File: config.mk
export PLATFORM = sky130hd
export DESIGN_NAME = traceback_mem_ctrl
export DESIGN_NICKNAME = d
export VERILOG_FILES = /design/src/rtl/traceback_mem_ctrl_pkg.sv /design/src/rtl/traceback_mem_ctrl.sv
export SDC_FILE = /design/constraint.sdc
export NUM_CORES = 1
export LEC_CHECK = 0
export BUFFER_PORTS_ARGS = -buffer_cell sky130_fd_sc_hd__buf_2
export CORE_AREA = 2 2 214 216
export DETAILED_ROUTE_END_ITERATION = 10
export DIE_AREA = 0 0 216 218
export SYNTH_ARGS = -nofsm -noshare
export SYNTH_HDL_FRONTEND = slang
export SYNTH_SLANG_ARGS = --single-unit
File: constraint.sdc
create_clock -name clk -period 2.2 [get_ports clk]
set_input_delay 0.44 -clock clk [delete_from_list [all_inputs] [get_ports clk]]
set_output_delay 0.44 -clock clk [all_outputs]
set_load 0.01 [all_outputs]
File: src/rtl/traceback_mem_ctrl_pkg.sv
// Shared sizing and state encoding for the traceback row-buffer controller.
package traceback_mem_ctrl_pkg;
  localparam int DIRECTION_WIDTH = 2;
  localparam int N               = 64;
  localparam int ADDRESS_WIDTH   = 10;
  localparam int MEM_SIZE        = 1024;
  localparam int ROW_W           = DIRECTION_WIDTH * N;

  typedef enum logic [1:0] {
    S_IDLE  = 2'd0,
    S_FILL  = 2'd1,
    S_DRAIN = 2'd2,
    S_DONE  = 2'd3
  } state_t;
endpackage

File: src/rtl/traceback_mem_ctrl.sv
// Buffers direction rows from the systolic array into row memory, then
// replays them newest-first to the traceback engine.
module traceback_mem_ctrl
  import traceback_mem_ctrl_pkg::*;
(
  input  logic                     clk,
  input  logic                     rst,
  input  logic                     start,
  input  logic                     in_valid,
  input  logic                     in_last,
  input  logic [ROW_W-1:0]         in_dir,
  output logic                     in_ready,
  output logic                     mem_wen,
  output logic                     mem_ren,
  output logic [ADDRESS_WIDTH-1:0] mem_waddr,
  output logic [ADDRESS_WIDTH-1:0] mem_raddr,
  output logic [ROW_W-1:0]         mem_d,
  input  logic [ROW_W-1:0]         mem_q,
  output logic                     out_valid,
  input  logic                     out_ready,
  output logic [ROW_W-1:0]         out_dir,
  output logic                     busy,
  output logic                     done,
  output logic                     overflow
);

  state_t                   r_state, w_state_nxt;
  logic [ADDRESS_WIDTH-1:0] r_wcnt, r_raddr;
  logic                     r_rd_pend;   // rows still to be read back
  logic                     r_tail;      // row held on out_dir is address 0
  logic                     r_out_valid, r_overflow;
  logic                     w_accept, w_full, w_fill_end, w_ren, w_xfer;

  always_comb begin
    w_accept   = (r_state == S_FILL) && in_valid;
    w_full     = (r_wcnt == ADDRESS_WIDTH'(MEM_SIZE - 1));
    w_fill_end = w_accept && (in_last || w_full);
    w_ren      = (r_state == S_DRAIN) && r_rd_pend && (!r_out_valid || out_ready);
    w_xfer     = r_out_valid && out_ready;
  end

  always_comb begin
    w_state_nxt = r_state;
    case (r_state)
      S_IDLE:  if (start) w_state_nxt = S_FILL;
      S_FILL:  if (w_fill_end) w_state_nxt = S_DRAIN;
      S_DRAIN: if (w_xfer && r_tail && !r_rd_pend) w_state_nxt = S_DONE;
      S_DONE:  w_state_nxt = S_IDLE;
      default: w_state_nxt = S_IDLE;
    endcase
  end

  always_ff @(posedge clk) begin
    if (rst) begin
      r_state     <= S_IDLE;
      r_wcnt      <= '0;
      r_raddr     <= '0;
      r_rd_pend   <= 1'b0;
      r_tail      <= 1'b0;
      r_out_valid <= 1'b0;
      r_overflow  <= 1'b0;
    end else begin
      r_state <= w_state_nxt;
      if (r_state == S_IDLE && start) begin
        r_wcnt     <= '0;
        r_overflow <= 1'b0;
      end
      if (w_accept) r_wcnt <= r_wcnt + ADDRESS_WIDTH'(1);
      // Readback starts from the row just written, whether it ended the
      // matrix or filled the last memory slot.
      if (w_fill_end) begin
        r_raddr   <= r_wcnt;
        r_rd_pend <= 1'b1;
        if (!in_last) r_overflow <= 1'b1;
      end
      if (w_ren) begin
        r_tail <= (r_raddr == '0);
        if (r_raddr == '0) r_rd_pend <= 1'b0;
        else               r_raddr   <= r_raddr - ADDRESS_WIDTH'(1);
      end
      if (w_ren)       r_out_valid <= 1'b1;
      else if (w_xfer) r_out_valid <= 1'b0;
    end
  end

  always_comb begin
    in_ready  = (r_state == S_FILL);
    mem_wen   = w_accept;
    mem_waddr = r_wcnt;
    mem_d     = (r_state == S_FILL) ? in_dir : '0;
    mem_ren   = w_ren;
    mem_raddr = r_raddr;
    out_valid = r_out_valid;
    out_dir   = mem_q;
    busy      = (r_state != S_IDLE);
    done      = (r_state == S_DONE);
    overflow  = r_overflow;
  end

endmodule

==> out/metrics.json <==
{
  "post_synth_instance_area": {"value": 3310, "unit": "um2"},
  "core_utilization_of_the_finished_layout": {"value": 0.105},
  "synthFlopType": {"value": "dfxtp_1"},
  "worstRegToRegCells": {"value": 8},
  "synth_sequential_area_ratio": {"value": 0.157},
  "rsz0062_at_grt": {"value": "false"},
  "hold_class": {"value": "flop to flop"},
  "antenna_found_initial": {"value": 9},
  "worstSkewPairLatency": {"value": 0.27, "unit": "ns"},
  "number_of_buffers_created_by_cts": {"value": 3},
  "via_per_inst": {"value": 3.11},
  "worst-endpoint-arrival": {"value": 2.26, "unit": "ns"},
  "clkSinkCount": {"value": 26},
  "detailedPlacementHpwl": {"value": 17.7, "unit": "mm"},
  "cts_hold_buf": {"value": 0},
  "detail_route.wl_per_cell": {"value": 16.7, "unit": "um"},
  "drtIter0Drc": {"value": 286},
  "cp_data_required_time": {"value": 2.37, "unit": "ns"},
  "synth-adder-area-share": {"value": 0.0264},
  "final_max_slew_viol_count": {"value": 0},
  "grt_pass1_wl": {"value": 26.3, "unit": "mm"},
  "area_of_the_die": {"value": 47100, "unit": "um2"},
  "h-tree-depth": {"value": 1},
  "netlist_top_cells_count": {"value": "and2_1, buf_4, dfxtp_1, nor2_1, a21oi_1"},
  "synth_async_reset_ratio": {"value": 0},
  "critical_path.endpoint_type": {"value": "flop"},
  "synth-seq-cells": {"value": 26},
  "post_route_cells_drive_above_1_share": {"value": 0.517},
  "crit_fanout": {"value": 6},
  "via_count": {"value": 3770},
  "synth.avg_cell_area": {"value": 7.26, "unit": "um2"},
  "hold_crit_start": {"value": "r_tail"},
  "netlist-cell-type-count": {"value": 47},
  "worst-r2r-setup-slack": {"value": 0.10, "unit": "ns"},
  "grt_pass1_vias": {"value": 3746},
  "power_density": {"value": 668, "unit": "nW/um2"},
  "power.leakage": {"value": 2.34, "unit": "nW"},
  "max_freq": {"value": 0.477, "unit": "GHz"},
  "design_power_total": {"value": 3.15, "unit": "mW"},
  "edff_count_synth": {"value": 0},
  "worst_r2r_endpoint": {"value": "mem_raddr[1]"},
  "drc_errors": {"value": 0},
  "cts.root.buffer_cell": {"value": "clkbuf_16"},
  "clk_pin_slew": {"value": 0.07, "unit": "ns"},
  "cts_tree": {"value": "done"},
  "grt_start_max_net_pins": {"value": 130},
  "fin_tns_setup": {"value": 0, "unit": "ns"},
  "outcome": {"value": "completed"},
  "min_period": {"value": 2.10, "unit": "ns"},
  "synth_top_cells_by_area": {"value": "buf_4, and2_1, dfxtp_1, a21oi_1, nor2_1"},
  "worstSetupStartpointType": {"value": "flop"},
  "path_class": {"value": "flop to flop"},
  "synth_top_family_by_area": {"value": "simple AND/OR/NAND/NOR gates"},
  "grt_overflow": {"value": 0},
  "boundaryPins": {"value": 545},
  "final_antenna_net_count": {"value": 0},
  "timing.final.crit_share": {"value": 0.953},
  "complex_gate_fraction_of_the_synthesized_area": {"value": 0.116},
  "synth_area_leader_cell": {"value": "buf_4"},
  "io_buffers": {"value": 288},
  "min_delay_path_depth": {"value": 2},
  "tightestPinTransition": {"value": 0.524, "unit": "ns"},
  "vdd_ir_drop_max": {"value": 0.000441, "unit": "V"},
  "design.final.nets": {"value": 881},
  "cts-root-to-sink-buffers": {"value": 2},
  "yosysMostFrequentCell": {"value": "and2_1"},
  "max-cap-violations": {"value": 0},
  "die_width": {"value": 216, "unit": "um"},
  "clock-skew-final": {"value": 0.00597, "unit": "ns"},
  "gpl.final_weighted_congestion": {"value": 0.926},
  "finalSetupViolCount": {"value": 0},
  "grt_usage": {"value": 0.0779},
  "r2r-start": {"value": "r_state[1]"},
  "synth_xor_xnor_area_share": {"value": 0.00264},
  "synthDominantCellAreaShare": {"value": 0.290},
  "finalWirelength": {"value": 20.2, "unit": "mm"},
  "synth_fp_nets": {"value": 725},
  "worstHoldEndpoint": {"value": "r_tail"},
  "core-area": {"value": 44900, "unit": "um2"},
  "max-slew-margin-rel": {"value": 0.651},
  "layout-area-overhead-vs-synth": {"value": 42.5, "unit": "%"},
  "synth_mux_area_frac": {"value": 0.00604},
  "final-hold-violation-count": {"value": 0},
  "detailedRoute.firstPassIterationCount": {"value": 4},
  "starting_utilization_of_the_core_area": {"value": 0.0738},
  "die_h": {"value": 218, "unit": "um"},
  "yosysWarnings": {"value": 0},
  "fraction_of_the_mapped_netlist_area_in_simple_logic_gates": {"value": 0.366},
  "postSynthCellCount": {"value": 456},
  "core.rowCount": {"value": 78}
}
-- registers in the layout, summed over array words and instances (netlist names) --
signal and count:
mem_raddr 10, mem_waddr 10, r_state 2, out_valid 1
overflow 1, r_rd_pend 1, r_tail 1
-- stage by stage --
| stage | hold slack [ns] | instances | setup WS [ns] | area (um2) |
|---|---|---|---|---|
| floorplan | 0.436 | 456 | 0.347 | 3310 |
| global placement | 0.447 | 1204 | 0.179 | 4550 |
| detailed placement | 0.456 | 1204 | 0.0948 | 4550 |
| CTS | 0.465 | 1208 | 0.0581 | 4660 |
| global route | 0.503 | 1213 | 0.00474 | 4720 |
| finish | 0.464 | 1213 | 0.104 | 4720 |
-- kinds of logic (layout without fill, tap and decap cells) --
logic type | count (synthesis) | after routing
simple gates | 207 | 207
buf+inv | 158 | 313
compound gates | 55 | 55
flops | 26 | 26
fa+ha+maj | 7 | 7
mux | 2 | 2
xor+xnor | 1 | 1
other cells | 0 | 2
-- critical path, cell delays in order (launching register included) --
cell      delay [ns]
dfxtp_1         0.34
inv_1           0.13
ha_4            0.25
nand3_1         0.19
o31ai_4         0.44
buf_4           0.20
nand2_1         0.05
o211a_1         0.13
a211oi_1        0.26
-- layout by cell type (no fill, tap or decap), types with 6 or more instances in the layout --
master and count:
inv_1 7, and2_1 129, a21oi_1 19, o21ai_0 9
buf_2 288, buf_4 10, ha_1 6, dfxtp_1 26
nor3_1 7, nor2_1 24, nand2_1 17, nand3_1 8
-- timing repair --
action / CTS / global route
buffers inserted: 0 / 2
endpoints found under the setup margin: 0 / 15
endpoints found under the hold margin: 0 / 0
gates resized for setup: 0 / 3
-- routing by layer --
metal	GRT usage	wire length, um	vias up	share of wire
met5	0	33	-	0.0016
met2	0.157	10900	344	0.54
met1	0.0633	5760	1674	0.28
met4	0.0463	1380	6	0.068
li1	-	-	1674	-
met3	0.0286	2110	72	0.10
-- worst max path at each step --
stage | start | endpoint | slack [ns] | cells after the start
floorplan | mem_waddr[0] | mem_raddr[5] | 0.35 | 5
global placement | mem_waddr[0] | mem_raddr[3] | 0.18 | 6
detailed placement | mem_waddr[0] | r_state[0] | 0.09 | 6
CTS | mem_waddr[0] | r_state[0] | 0.06 | 6
global route | r_state[1] | r_rd_pend | 0.005 | 7
finish | r_state[1] | mem_raddr[1] | 0.10 | 8
-- final cells by class --
| type | instances | area, um2 |
|---|---|---|
| clock inverter | 1 | 30.0 |
| clock buffer | 3 | 75.1 |
| inverter | 9 | 37.5 |
| fill | 5281 | 40200 |
| multi-input combinational | 272 | 1730 |
| timing repair buffer | 300 | 1570 |
| sequential | 26 | 520 |
| antenna | 2 | 5.00 |
| tap | 600 | 751 |
-- report_power, final --
group          total, mW  switching, mW  internal, mW  leakage [nW]
Sequential         0.527         0.0322         0.495         0.210
Clock              0.544          0.181         0.363        0.0511
Combinational       2.08           1.19         0.891          2.08
(Power assumes the default switching activity.)
